`config.mk`:
```
export PLATFORM = sky130hd
export DESIGN_NAME = mips_multicycle_ctrl
export DESIGN_NICKNAME = d
export VERILOG_FILES = /design/src/rtl/mips_multicycle_ctrl.sv
export SDC_FILE = /design/constraint.sdc
export NUM_CORES = 1
export LEC_CHECK = 0
export BUFFER_PORTS_ARGS = -buffer_cell sky130_fd_sc_hd__buf_2
export CAP_MARGIN = 40
export CORE_ASPECT_RATIO = 1.1
export CORE_MARGIN = 2
export CORE_UTILIZATION = 47
export CTS_CLUSTER_DIAMETER = 200
export DETAILED_ROUTE_END_ITERATION = 16
export MAX_ROUTING_LAYER = met4
export PLACE_DENSITY_LB_ADDON = 0.2
export REMOVE_ABC_BUFFERS = 1
export SETUP_SLACK_MARGIN = 0.3
export SYNTH_ARGS = -nofsm -noshare
export SYNTH_HDL_FRONTEND = slang
export SYNTH_SLANG_ARGS = --single-unit
```
`constraint.sdc`:
```
create_clock -name clock_i -period 3.4 [get_ports clock_i]
set_input_delay 0.68 -clock clock_i [delete_from_list [all_inputs] [get_ports clock_i]]
set_output_delay 0.68 -clock clock_i [all_outputs]
set_load 0.02 [all_outputs]
```
`src/rtl/mips_multicycle_ctrl.sv`:
```
// mips_multicycle_ctrl: multi-cycle MIPS sequencer driving datapath enables and mux selects
module mips_multicycle_ctrl #(
  parameter int unsigned MEM_TIMEOUT = 255
) (
  input  logic       clock_i,
  input  logic       reset_i,
  input  logic [5:0] opcode_i,
  input  logic [5:0] funct_i,
  input  logic       mem_ready_i,
  output logic       pc_write_o,
  output logic       branch_eq_o,
  output logic       branch_ne_o,
  output logic [1:0] pc_src_o,
  output logic       ior_d_o,
  output logic       mem_read_o,
  output logic       mem_write_o,
  output logic       ir_write_o,
  output logic       reg_write_o,
  output logic [1:0] reg_dst_o,
  output logic [1:0] mem_to_reg_o,
  output logic       alu_src_a_o,
  output logic [2:0] alu_src_b_o,
  output logic [2:0] alu_op_o,
  output logic       instr_done_o,
  output logic       illegal_o,
  output logic [3:0] state_o
);
  typedef enum logic [3:0] {
    FETCH = 4'd0, DECODE = 4'd1, MEM_ADDR = 4'd2, MEM_READ = 4'd3,
    MEM_WB = 4'd4, MEM_WRITE = 4'd5, R_EXEC = 4'd6, ALU_WB = 4'd7,
    BRANCH = 4'd8, I_EXEC = 4'd9, JUMP = 4'd10, JR = 4'd11,
    LUI_WB = 4'd12, ILLEGAL = 4'd13
  } state_t;
  state_t     state_q, state_d;
  logic [7:0] cnt_q, cnt_d;
  logic       illegal_q;
  logic       waiting;
  // next state and wait counter; the counter restarts whenever the memory is not being waited on
  always_comb begin
    waiting = (state_q == FETCH || state_q == MEM_READ || state_q == MEM_WRITE) && !mem_ready_i;
    cnt_d   = waiting ? cnt_q + 8'd1 : 8'd0;
    state_d = state_q;
    case (state_q)
      FETCH:     state_d = mem_ready_i ? DECODE : FETCH;
      DECODE:
        case (opcode_i)
          6'd35, 6'd43:                    state_d = MEM_ADDR;
          6'd0:                            state_d = (funct_i == 6'd8) ? JR : R_EXEC;
          6'd4, 6'd5:                      state_d = BRANCH;
          6'd8, 6'd10, 6'd12, 6'd13, 6'd14: state_d = I_EXEC;
          6'd15:                           state_d = LUI_WB;
          6'd2, 6'd3:                      state_d = JUMP;
          default:                         state_d = ILLEGAL;
        endcase
      MEM_ADDR:  state_d = (opcode_i == 6'd35) ? MEM_READ : MEM_WRITE;
      MEM_READ:  state_d = mem_ready_i ? MEM_WB : MEM_READ;
      MEM_WRITE: state_d = mem_ready_i ? FETCH : MEM_WRITE;
      R_EXEC, I_EXEC: state_d = ALU_WB;
      MEM_WB, ALU_WB, BRANCH, JUMP, JR, LUI_WB: state_d = FETCH;
      default:   state_d = ILLEGAL;
    endcase
    if (waiting && cnt_d == 8'(MEM_TIMEOUT)) state_d = ILLEGAL;
  end
  // state, wait counter and sticky illegal flag
  always_ff @(posedge clock_i) begin
    if (reset_i) begin
      state_q   <= FETCH;
      cnt_q     <= 8'd0;
      illegal_q <= 1'b0;
    end else begin
      state_q   <= state_d;
      cnt_q     <= cnt_d;
      illegal_q <= illegal_q | (state_d == ILLEGAL);
    end
  end
  // Moore decode of the current state; everything is held low while reset is asserted
  always_comb begin
    pc_write_o   = 1'b0;
    branch_eq_o  = 1'b0;
    branch_ne_o  = 1'b0;
    pc_src_o     = 2'd0;
    ior_d_o      = 1'b0;
    mem_read_o   = 1'b0;
    mem_write_o  = 1'b0;
    ir_write_o   = 1'b0;
    reg_write_o  = 1'b0;
    reg_dst_o    = 2'd0;
    mem_to_reg_o = 2'd0;
    alu_src_a_o  = 1'b0;
    alu_src_b_o  = 3'd0;
    alu_op_o     = 3'd0;
    instr_done_o = 1'b0;
    illegal_o    = 1'b0;
    if (!reset_i) begin
      instr_done_o = state_q != FETCH && state_d == FETCH;
      illegal_o    = illegal_q;
      case (state_q)
        FETCH: begin
          mem_read_o  = 1'b1;
          alu_src_b_o = 3'd1;
          ir_write_o  = mem_ready_i;
          pc_write_o  = mem_ready_i;
        end
        DECODE:   alu_src_b_o = 3'd3;
        MEM_ADDR: begin
          alu_src_a_o = 1'b1;
          alu_src_b_o = 3'd2;
        end
        MEM_READ: begin
          mem_read_o = 1'b1;
          ior_d_o    = 1'b1;
        end
        MEM_WB: begin
          reg_write_o  = 1'b1;
          mem_to_reg_o = 2'd1;
        end
        MEM_WRITE: begin
          mem_write_o = 1'b1;
          ior_d_o     = 1'b1;
        end
        R_EXEC: begin
          alu_src_a_o = 1'b1;
          alu_op_o    = 3'd2;
        end
        I_EXEC: begin
          alu_src_a_o = 1'b1;
          alu_src_b_o = (opcode_i == 6'd8 || opcode_i == 6'd10) ? 3'd2 : 3'd4;
          alu_op_o    = opcode_i == 6'd10 ? 3'd6 :
                        opcode_i == 6'd12 ? 3'd4 :
                        opcode_i == 6'd13 ? 3'd3 :
                        opcode_i == 6'd14 ? 3'd5 : 3'd0;
        end
        ALU_WB: begin
          reg_write_o = 1'b1;
          reg_dst_o   = (opcode_i == 6'd0) ? 2'd1 : 2'd0;
        end
        BRANCH: begin
          alu_src_a_o = 1'b1;
          alu_op_o    = 3'd1;
          pc_src_o    = 2'd1;
          branch_eq_o = opcode_i == 6'd4;
          branch_ne_o = opcode_i == 6'd5;
        end
        JUMP: begin
          pc_src_o     = 2'd2;
          pc_write_o   = 1'b1;
          reg_write_o  = opcode_i == 6'd3;
          reg_dst_o    = (opcode_i == 6'd3) ? 2'd2 : 2'd0;
          mem_to_reg_o = (opcode_i == 6'd3) ? 2'd2 : 2'd0;
        end
        JR: begin
          pc_src_o   = 2'd3;
          pc_write_o = 1'b1;
        end
        LUI_WB: begin
          reg_write_o  = 1'b1;
          mem_to_reg_o = 2'd3;
        end
        default: ;
      endcase
    end
  end
  assign state_o = state_q;
endmodule

```
Yosys cells after proc, flatten, opt, wreduce, memory -nomap -nowiden
Cells that the tools add are included.
{"block": "totals", "reg_bits": 13, "out_inout_bits": 27, "wordCells": 100, "in_bits": 15}
{"block": "op_classes", "addsub": 1, "bitwise": 1, "n_eq_ne": 27, "mux": 46, "reduce_logical": 22}
{"cell": "6-bit by 4-bit == test with 1-bit output, second input constant", "count": 7}
{"cell": "3-bit two-way mux", "count": 10}
{"cell": "4-bit case mux with 7 select lines", "count": 1}
{"cell": "4-bit == test, second input constant", "count": 6}
{"cell": "4-bit case mux with 6 select lines", "count": 1}
{"cell": "1-bit two-way mux", "count": 20}
{"cell": "4-bit by 3-bit == test with 1-bit output, second input constant", "count": 4}
{"cell": "2-bit OR reduction", "count": 7}
{"cell": "6-bit by 2-bit == test with 1-bit output, second input constant", "count": 2}
{"cell": "6-bit by 3-bit == test with 1-bit output, second input constant", "count": 2}
{"cell": "6-bit == test, second input constant", "count": 2}
{"cell": "2-bit case mux with 3 select lines", "count": 2}
{"cell": "3-bit case mux with 4 select lines", "count": 1}
{"cell": "3-bit case mux with 3 select lines", "count": 1}
{"cell": "8-bit by 1-bit adder with 8-bit output, second input constant", "count": 1}
{"cell": "4-bit by 2-bit == test with 1-bit output, second input constant", "count": 2}
{"cell": "8-bit == test, second input constant", "count": 1}
{"cell": "4-bit logical NOT", "count": 2}
{"cell": "2-bit two-way mux", "count": 4}
{"cell": "4-bit two-way mux", "count": 2}
{"cell": "8-bit two-way mux", "count": 1}
{"cell": "6-bit logical NOT", "count": 1}
{"cell": "6-bit OR reduction", "count": 1}
{"cell": "5-bit OR reduction", "count": 1}
{"cell": "10 further kinds", "count": 15}

Longest topological paths before layout
Gate-level depths: netlist (run 1).
{"block": "logic_depth", "ltp_word": 11, "mapped_depth": 7, "ltp_nobuf": 6}

Worst setup path before layout (run 1)
No wires, ideal clock.
{"block": "synth_path", "path_kind": "input-to-output", "startpoint": "input port opcode_i[1]", "endpoint": "output port instr_done_o", "arrival_time_ns": 2.309, "stages": 7, "n_path_buf": 1, "setup_slack_ns": 0.411, "required_time_ns": 2.720, "cell_sequence": "clkbuf_1 -> nand4b_1 -> a21oi_1 -> o21ai_0 -> o21a_1 -> nor4b_1 -> and3_1"}
{"block": "synth_between", "elab_chain_cells": 8, "elab_cells_between_ends": 24, "classes_between": "eq/ne: 12; mux: 5; reduce/logical: 7"}
{"item": "start: declaration", "line_no": "7", "rtl": "input logic [5:0] opcode_i,"}
{"item": "6-bit by 4-bit == test with 1-bit output (tied with other cells)", "line_no": "46", "rtl": "case (opcode_i)"}
{"item": "5-bit OR reduction / 2-bit OR reduction (equally long branches)", "line_no": "46"}
{"item": "4-bit case mux with 6 select lines", "line_no": "46"}
{"item": "4-bit case mux with 7 select lines (*)", "line_no": "43", "rtl": "case (state_q)"}
{"item": "4-bit two-way mux (*)", "line_no": "62", "rtl": "if (waiting && cnt_d == 8'(MEM_TIMEOUT)) state_d = ILLEGAL;"}
{"item": "4-bit logical NOT (*)", "line_no": "95", "rtl": "instr_done_o = state_q != FETCH && state_d == FETCH;"}
{"item": "1-bit logical AND (*)", "line_no": "95"}
{"item": "1-bit two-way mux (*)", "line_no": "94", "rtl": "if (!reset_i) begin"}
{"item": "end: declaration", "line_no": "24", "rtl": "output logic instr_done_o,"}
Every way passes the cells marked *; elsewhere a longest branch is shown, timed or not.

Worst setup path in the final report (run 1)
{"block": "layout_path", "startpoint": "register cnt_q[4]", "endpoint": "output port instr_done_o"}
{"block": "layout_between", "elab_chain_cells": 8}
{"item": "start: declaration", "line_no": "35", "rtl": "logic [7:0] cnt_q, cnt_d;"}
{"item": "start signal: assignment", "line_no": "72", "rtl": "cnt_q <= cnt_d;"}
{"item": "8-bit by 1-bit adder with 8-bit output", "line_no": "41", "rtl": "cnt_d = waiting ? cnt_q + 8'd1 : 8'd0;"}
{"item": "8-bit two-way mux", "line_no": "41"}
{"item": "8-bit == test", "line_no": "62"}
{"item": "1-bit logical AND", "line_no": "62"}
{"item": "4-bit two-way mux", "line_no": "62"}
{"item": "4-bit logical NOT", "line_no": "95"}
{"item": "1-bit logical AND", "line_no": "95"}
{"item": "1-bit two-way mux", "line_no": "94"}
Every way passes these cells.

==> flow_summary.yaml, run 1 <==
outcome:
  status: "completed"
timing:
  max_freq_mhz: 311
  fin_skew_ns: 0.00522
  worstMarginPinSlew_ns: 0.531
  rsz0062_at_grt: "true"
  layout_worst_path_cycle_share: 0.947
  maxSlewViolCount: 0
  period_needed_ns: 3.22
  setup_viol: 0
  fin_ws_ns: 0.181
  setup_tns_ns: 0
  final-hold-violation-count: 0
  relSlewSlack: 0.645
place:
  globalplace.congestion: 0.828
  hpwl_um: 2540
  port_buffers: 41
  dp_slack_ns: 0.285
route:
  drc: 0
  drt_iter0_drc: 58
  dr_total_vias: 1527
  vias_per_cell: 5.78
  final_antenna_net_count: 0
  dr.pass1.iters: 4
  totalWireLength_um: 3480
  wire_per_inst_um: 13.2
pwr:
  pwr-share-seq: 0.345
  p_sw_frac: 0.431
  p_sw_uw: 246
  leakagePower_nw: 0.706
  ir_drop_v: 0.000300
  power_density_nw_per_um2: 354
  combPwrFrac: 0.485
  clkPwrFrac: 0.170
  power.internal_uw: 325
global_route:
  antenna_found_initial: 0
  grt_overflow: 0
  grt_pass1_vias: 1337
  grt_util_all_layers: 0.234
  grt_max_degree: 18
  grt_pass1_wl_um: 5410
critical_path:
  crit_arrival_ns: 2.54
  slowest_delay_ns: 0.47
  slowest_stage: "a2111oi_4"
  crit_family: "simple AND/OR/NAND/NOR gates"
  cp_cell_sequence: "and4_4, or3b_1, a211o_1, a2111oi_4, and4b_1, and3_1, buf_6"
  startpoint_type: "flip-flop"
  crit_buf_inv: 1
  path_class: "reg2out"
  crit_path_max_fanout: 5
  required_ns: 2.72
  critPathCaptureType: "output port"
synth:
  synth.distinct_cells: 43
  synth_edf_count: 0
  ys_seq_area_frac: 0.209
  synth.ff_latch_count: 13
  synth.avg_cell_area_sq_um: 6.66
  synthesis.area_sq_um: 1250
  synth_top_area_share: 0.209
  synthArstFlopShare: 0
  yosys.area.top_type: "dfxtp_1"
  syn-instance-count: 187
  synth_ff_type: "dfxtp_1"
  yosys-top-cells-area: "dfxtp_1, nor2_1, a21oi_1"
  yosys_warnings: 0
die:
  boundaryPins: 42
  dieHeight_um: 58.0
  die_w_um: 53.1
  rows: 19
  dieArea_sq_um: 3080
  initial_core_util: 0.495
  coreArea_sq_um: 2520
clock_network:
  clkTransAtPathRegs_ns: 0.08
  cts_inserted_buffers: 3
  cts_root_buf: "clkbuf_4"
  cts.path.max_buffers: 2
  htreeDepth: 1
  cts_tree: "done"
  hold_buffers: 0
  clk-insertion-delay-late_ns: 0.28
  clock-sinks: 13
worst_hold_path:
  hold_path.class: "reg2reg"
final_layout:
  layout_commonest_cell: "buf_2"
  final_nets: 250
  drive_above_1_share: 0.330
  syn2layout_area_growth_pct: 29.1
  antenna_cells: 0
  layout_common_cells: "buf_2, nor2_1, nand2_1, a21oi_1, buf_4"
flow_run:
  max-cap-violations: 0
power by group through the flow:
| stage | Sequential (mW) | Combinational (mW) | Clock, mW |
|---|---|---|---|
| floorplan | 0.201 | 0.161 | 0 |
| global placement | 0.198 | 0.240 | 0 |
| detailed placement | 0.199 | 0.242 | 0 |
| CTS | 0.195 | 0.265 | 0.0989 |
| global route | 0.199 | 0.304 | 0.104 |
| finish | 0.196 | 0.277 | 0.0970 |
per-stage QoR:
step           std cells  utilization  power [mW]  hold slack [ns]  instance area (sq um)
2_1_floorplan        175            -       0.362            0.431                   1200
3_3_place_gp         249        0.579       0.438            0.441                   1460
3_5_place_dp         249        0.579       0.441            0.460                   1460
4_1_cts              260        0.624       0.559            0.469                   1570
5_1_grt              264        0.639       0.608            0.485                   1610
6_report             264        0.639       0.570            0.469                   1610
worst reg2reg max path, cell delays in order (launching register included):
cell and delay (ns):
dfxtp_2 0.35, and4_4 0.25, or3b_1 0.35, a211o_1 0.30, a2111oi_4 0.47, and4b_1 0.26, buf_4 0.13, buf_4 0.12
o41ai_2 0.29
sequential cells by signal, indices dropped and copies added (netlist names):
name,cells
state_o,4
illegal_q,1
cnt_q,8
repair_timing:
| action | in CTS | in global routing |
|---|---|---|
| pin swaps | 2 | 1 |
| cloned | 0 | 0 |
| endpoints found under the hold margin | 0 | 0 |
| setup buffers | 7 | 4 |
| gates resized for setup | 13 | 2 |
| setup endpoints to repair | 1 | 2 |
cell type report:
type                            count  area (sq um)
Multi-Input combinational cell    156           941
Timing Repair Buffer               54           309
Sequential cell                    13           272
Clock buffer                        4          26.3
Inverter                            6          22.5
Tap cell                           31          38.8
Fill cell                         239           911
metal layers:
metal / part of all wire / vias to the layer above / GRT usage
met5: 0 / - / -
met4: 0.015 / 0 / 0.0623
met3: 0.043 / 6 / 0.0258
met2: 0.54 / 53 / 0.438
met1: 0.40 / 712 / 0.256
li1: - / 756 / -
synth_stat cells (5+ instances only):
library cell / count
nand2b_1: 5
nor2b_1: 7
nor2_1: 37
nand3_1: 6
o21ai_0: 7
dfxtp_1: 13
a21oi_1: 14
clkbuf_1: 12
inv_1: 6
nand2_1: 17
xor2_1: 5
nor3_1: 6
worst paths after layout:
check	slack, ns	depth (start not counted)	end	from
max	0.18	7	instr_done_o	cnt_q[4]
min reg2reg	0.47	2	illegal_q	illegal_q
max reg2reg	0.79	8	illegal_q	cnt_q[4]
min	0.47	2	illegal_q	illegal_q
cell families (layout without fill, tap and decap cells):
| group | Yosys count | after routing | share of synthesized area |
|---|---|---|---|
| AOI/OAI and AO/OA | 39 | 39 | 0.224 |
| xor gates and xnor gates | 8 | 8 | 0.0562 |
| adders and majority gates | 1 | 1 | 0.0100 |
| buffers and inverters | 18 | 64 | 0.0542 |
| DFF | 13 | 13 | 0.209 |
| and+or+nand+nor | 108 | 108 | 0.447 |
Power figures use the tool's default switching activity.
==> run 2, diff against run 1 <==
- CTS_BUF_LIST: unset -> sky130_fd_sc_hd__clkbuf_4 sky130_fd_sc_hd__clkbuf_8
- clock period: 3.4 -> 3 ns (I/O delays scaled with it)
==> run 2 against run 1 <==
  * The flow now finishes with violations (negative setup slack)
  * Final cell count increased by 1.9%
  * Clock-buffer cell count unchanged
  * Via count increased by 1.2%
==> flow_summary.yaml, run 2 (synthesis gave the netlist of run 1 again) <==
outcome:
  status: "complete, but fails checks"
  violations: "negative setup slack"
global_route:
  grt_max_degree: 17
  grt_pass1_wl_um: 5660
  grt_pass1_vias: 1318
  grt_overflow: 0
  grt_util_all_layers: 0.251
  antenna_found_initial: 0
final_layout:
  ff_latch_area_sq_um: 270
  utilization: 0.653
  final_nets: 255
  drive_above_1_share: 0.357
  syn2layout_area_growth_pct: 32.1
  nFillCells: 242
  layout_common_cells: "buf_2, nor2_1, buf_4, nand2_1, a21oi_1"
  multi_input_area_sq_um: 938
  antenna_cells: 0
  top_register: "cnt_q"
  largest_reg_flops: 8
  layout_commonest_cell: "buf_2"
critical_path:
  required_ns: 2.40
  reg2reg_from: "cnt_q[2]"
  startpoint_type: "flip-flop"
  crit_arrival_ns: 2.49
  crit_start: "cnt_q[2]"
  slowest_delay_ns: 0.45
  cp_cell_sequence: "and4_4, or3b_4, a211o_1, a2111oi_4, and4b_1, and3_1, buf_6"
  crit_path_max_fanout: 3
  slowest_stage: "a2111oi_4"
  path_class: "reg2out"
  critPathCaptureType: "output port"
clock_network:
  cts_inserted_buffers: 3
  htreeDepth: 1
  cts_root_buf: "clkbuf_4"
  cts_tree: "done"
  clkTransAtPathRegs_ns: 0.07
  clock-sinks: 13
  cts.path.max_buffers: 2
  clk-insertion-delay-late_ns: 0.28
timing:
  maxSlewViolCount: 0
  worstMarginPinSlew_ns: 0.528
  setup_viol: 1
  max_freq_mhz: 324
  relSlewSlack: 0.647
  holdWs_ns: 0.482
  layout_worst_path_cycle_share: 1.03
  setup_tns_ns: -0.0862
  rsz0062_at_grt: "true"
  fin_skew_ns: 0.00191
  fin_ws_ns: -0.0862
  period_needed_ns: 3.09
  final-hold-violation-count: 0
route:
  vias_per_cell: 5.74
  final_antenna_net_count: 0
  wire_per_inst_um: 14.0
  dr.pass1.iters: 6
  totalWireLength_um: 3770
  drt_iter0_drc: 56
  drc: 0
  dr_total_vias: 1545
place:
  port_buffers: 41
  hpwl_um: 2860
  dp_slack_ns: -0.0682
  globalplace.congestion: 0.851
pwr:
  p_sw_frac: 0.430
  ir_drop_v: 0.000262
  p_sw_uw: 282
  clkPwrFrac: 0.176
  pwr-share-seq: 0.339
  power.internal_uw: 375
  power_density_nw_per_um2: 399
  leakagePower_nw: 0.741
  combPwrFrac: 0.484
die:
  initial_core_util: 0.495
  coreArea_sq_um: 2520
  rows: 19
  dieArea_sq_um: 3080
  die_w_um: 53.1
  dieHeight_um: 58.0
  boundaryPins: 42
flow_run:
  max-cap-violations: 0
worst_hold_path:
  hp-start: "cnt_q[0]"
  hold_path.class: "reg2reg"
-- run 2: cell type report --
| cell class | instances | area share |
|---|---|---|
| repair buffers | 59 | 0.210 |
| multi-input cells | 156 | 0.570 |
| clock buffers | 4 | 0.0182 |
| inverters | 6 | 0.0137 |
| well taps | 31 | 0.0236 |
| flip-flops and latches | 13 | 0.164 |
-- run 2: final timing paths --
| check | end | slack, ns | cells after the start |
|---|---|---|---|
| max | instr_done_o | -0.09 | 7 |
| min | cnt_q[0] | 0.48 | 1 |
| max reg2reg | illegal_q | 0.46 | 7 |
| min reg2reg | cnt_q[0] | 0.48 | 1 |
-- run 2: per-stage QoR --
stage                     power, mW  cells  area (sq um)
final                         0.657    269          1650
after floorplan               0.411    175          1200
after detailed placement      0.521    256          1510
after global routing          0.695    269          1650
after global placement        0.510    256          1510
after CTS                     0.654    266          1610
-- run 2: critical path, delay by kind of cell, from the launching register on --
family	cells	cell delay [ns]
simple gates	4	1.00
buf+inv	1	0.13
flops	1	0.33
compound gates	2	0.74
-- run 2: what timing repair did --
action | in CTS | in global routing
hold buffers | 0 | 0
endpoints found under the hold margin | 0 | 0
setup endpoints to repair | 3 | 3
gates resized for setup | 11 | 5
pin swaps | 3 | 2
buffers inserted | 6 | 3
-- run 2: power by group through the flow --
stage                     clock network (mW)  registers (mW)  logic, mW
after floorplan                            0           0.228      0.182
after global placement                     0           0.222      0.287
after detailed placement                   0           0.223      0.297
after CTS                              0.120           0.221      0.314
after global routing                   0.124           0.226      0.345
final                                  0.116           0.223      0.318
-- run 2: per-layer routing --
| metal | vias up | routed length [um] | GRT usage |
|---|---|---|---|
| met5 | - | 0 | - |
| met4 | 0 | 123 | 0.117 |
| met3 | 10 | 158 | 0.0258 |
| met2 | 55 | 2020 | 0.463 |
| met1 | 713 | 1470 | 0.261 |
| li1 | 767 | - | - |
==> run 3, diff against run 2 <==
- SETUP_SLACK_MARGIN: 0.3 -> 0.05
==> run 3 against run 2 <==
  * The flow still finishes with violations (negative setup slack)
  * Worst hold slack about the same
  * Clock-buffer cell count unchanged
  * Critical path depth unchanged
  * Sequential share of layout area is 0.12 points lower
  * Final cell count is the same
  * Utilization is 0.45 points lower
  * Non-clock buffer count stayed put
  * Flip-flop and latch count unchanged
  * Clock skew fell by 0.00065 ns
  * Combinational power hardly changed
  * First-iteration DRC count is 5.4% lower
  * Critical endpoint unchanged
  * Highest routed layer unchanged
==> flow_summary.yaml, run 3 (synthesis gave the netlist of run 1 again) <==
route:
  wire_per_inst_um: 14.0
  drc: 0
  totalWireLength_um: 3760
  dr_total_vias: 1555
  vias_per_cell: 5.78
  final_antenna_net_count: 0
  dr.pass1.iters: 7
  drt_iter0_drc: 53
place:
  placed_area_sq_um: 1510
  hpwl_um: 2860
  dp_slack_ns: -0.0682
  globalplace.congestion: 0.851
  port_buffers: 41
die:
  initial_core_util: 0.495
  dieArea_sq_um: 3080
  coreArea_sq_um: 2520
  rows: 19
  boundaryPins: 42
  die_w_um: 53.1
  dieHeight_um: 58.0
clock_network:
  hold_buffers: 0
  htreeDepth: 1
  clock-sinks: 13
  clkTransAtPathRegs_ns: 0.07
  clk-insertion-delay-late_ns: 0.28
  cts_tree: "done"
  cts_root_buf: "clkbuf_4"
  cts_inserted_buffers: 3
  cts.path.max_buffers: 2
critical_path:
  crit_buf_inv: 1
  cp_cell_sequence: "and4_4, or3b_4, a211o_1, a2111oi_4, and4b_1, and3_1, buf_6"
  slowest_delay_ns: 0.46
  crit_arrival_ns: 2.50
  crit_path_max_fanout: 3
  critPathCaptureType: "output port"
  required_ns: 2.40
  path_class: "reg2out"
  startpoint_type: "flip-flop"
  slowest_stage: "a2111oi_4"
  crit_family: "simple AND/OR/NAND/NOR gates"
outcome:
  status: "complete, but fails checks"
  violations: "negative setup slack"
timing:
  period_needed_ns: 3.10
  rsz0062_at_grt: "true"
  fin_skew_ns: 0.00126
  fin_ws_ns: -0.0968
  setup_viol: 1
  relSlewSlack: 0.648
  worstMarginPinSlew_ns: 0.527
  max_freq_mhz: 323
  final-hold-violation-count: 0
  maxSlewViolCount: 0
  layout_worst_path_cycle_share: 1.03
global_route:
  grt_max_degree: 17
  grt_util_all_layers: 0.251
  grt_pass1_wl_um: 5660
  grt_overflow: 0
  antenna_found_initial: 0
  grt_pass1_vias: 1318
pwr:
  power_density_nw_per_um2: 399
  leakagePower_nw: 0.739
  ir_drop_v: 0.000260
  power_uw: 653
  p_sw_uw: 280
  combPwrFrac: 0.483
  clkPwrFrac: 0.179
  p_sw_frac: 0.429
  power.internal_uw: 373
  pwr-share-seq: 0.339
final_layout:
  drive_above_1_share: 0.336
  final_nets: 255
  layout_common_cells: "buf_2, nor2_1, buf_4, nand2_1, a21oi_1"
  design_area_sq_um: 1640
  antenna_cells: 0
  largest_reg_flops: 8
  syn2layout_area_growth_pct: 31.2
  top_register: "cnt_q"
  utilization: 0.649
  nFillCells: 245
  layout_commonest_cell: "buf_2"
worst_hold_path:
  hold_path.class: "reg2reg"
flow_run:
  max-cap-violations: 0
run 3: changes by cell type in the layout (fill, tap and decap cells not counted):
| cell | delta |
|---|---|
| inv_2 | -1 |
| dfxtp_1 | +3 |
| inv_1 | +1 |
| nor2_1 | +1 |
| nor2_4 | -1 |
| dfxtp_2 | -3 |
run 3: power groups by stage:
stage	sequential, mW	combinational, mW	clock [mW]
final	0.221	0.315	0.117
after global routing	0.225	0.342	0.124
after CTS	0.220	0.313	0.120
after detailed placement	0.223	0.297	0
after global placement	0.222	0.287	0
after floorplan	0.228	0.182	0
run 3: stage by stage:
stage	std cells	hold slack, ns	TNS (ns)
finish	269	0.483	-0.0968
global route	269	0.496	-0.223
CTS	266	0.482	-0.0396
detailed placement	256	0.494	-0.0682
global placement	256	0.445	0
floorplan	175	0.431	0
run 3: routing by layer:
layer / track usage / routed length (um) / vias to the layer above
met5: - / 0 / -
met4: 0.117 / 136 / 0
met3: 0.0258 / 197 / 12
met2: 0.463 / 1980 / 65
met1: 0.261 / 1440 / 713
li1: - / - / 765
run 3: final timing paths:
kind | startpoint | to | slack [ns] | cells after the start
worst max register to register | cnt_q[2] | illegal_q | 0.45 | 7
worst max-delay path | cnt_q[2] | instr_done_o | -0.1 | 7
worst min-delay path | cnt_q[0] | cnt_q[0] | 0.48 | 1
worst min register to register | cnt_q[0] | cnt_q[0] | 0.48 | 1
run 3: cell type report:
class                           count  area [sq um]  area share
Tap cell                           31          38.8      0.0237
Inverter                            6          22.5      0.0138
Multi-Input combinational cell    156           931       0.569
Clock buffer                        4          30.0      0.0184
Timing Repair Buffer               59           347       0.212
Sequential cell                    13           267       0.163
run 3: worst register-to-register path, delay by kind of cell (launching register included):
kind            cells  cell delay, ns
simple gates        3            0.85
buf+inv             1            0.14
compound gates      3            1.12
flops               1            0.33
run 3: what timing repair did:
item / CTS / global route
pin swaps: 3 / 2
setup buffers: 6 / 3
setup endpoints to repair: 1 / 3
resized for setup: 9 / 1
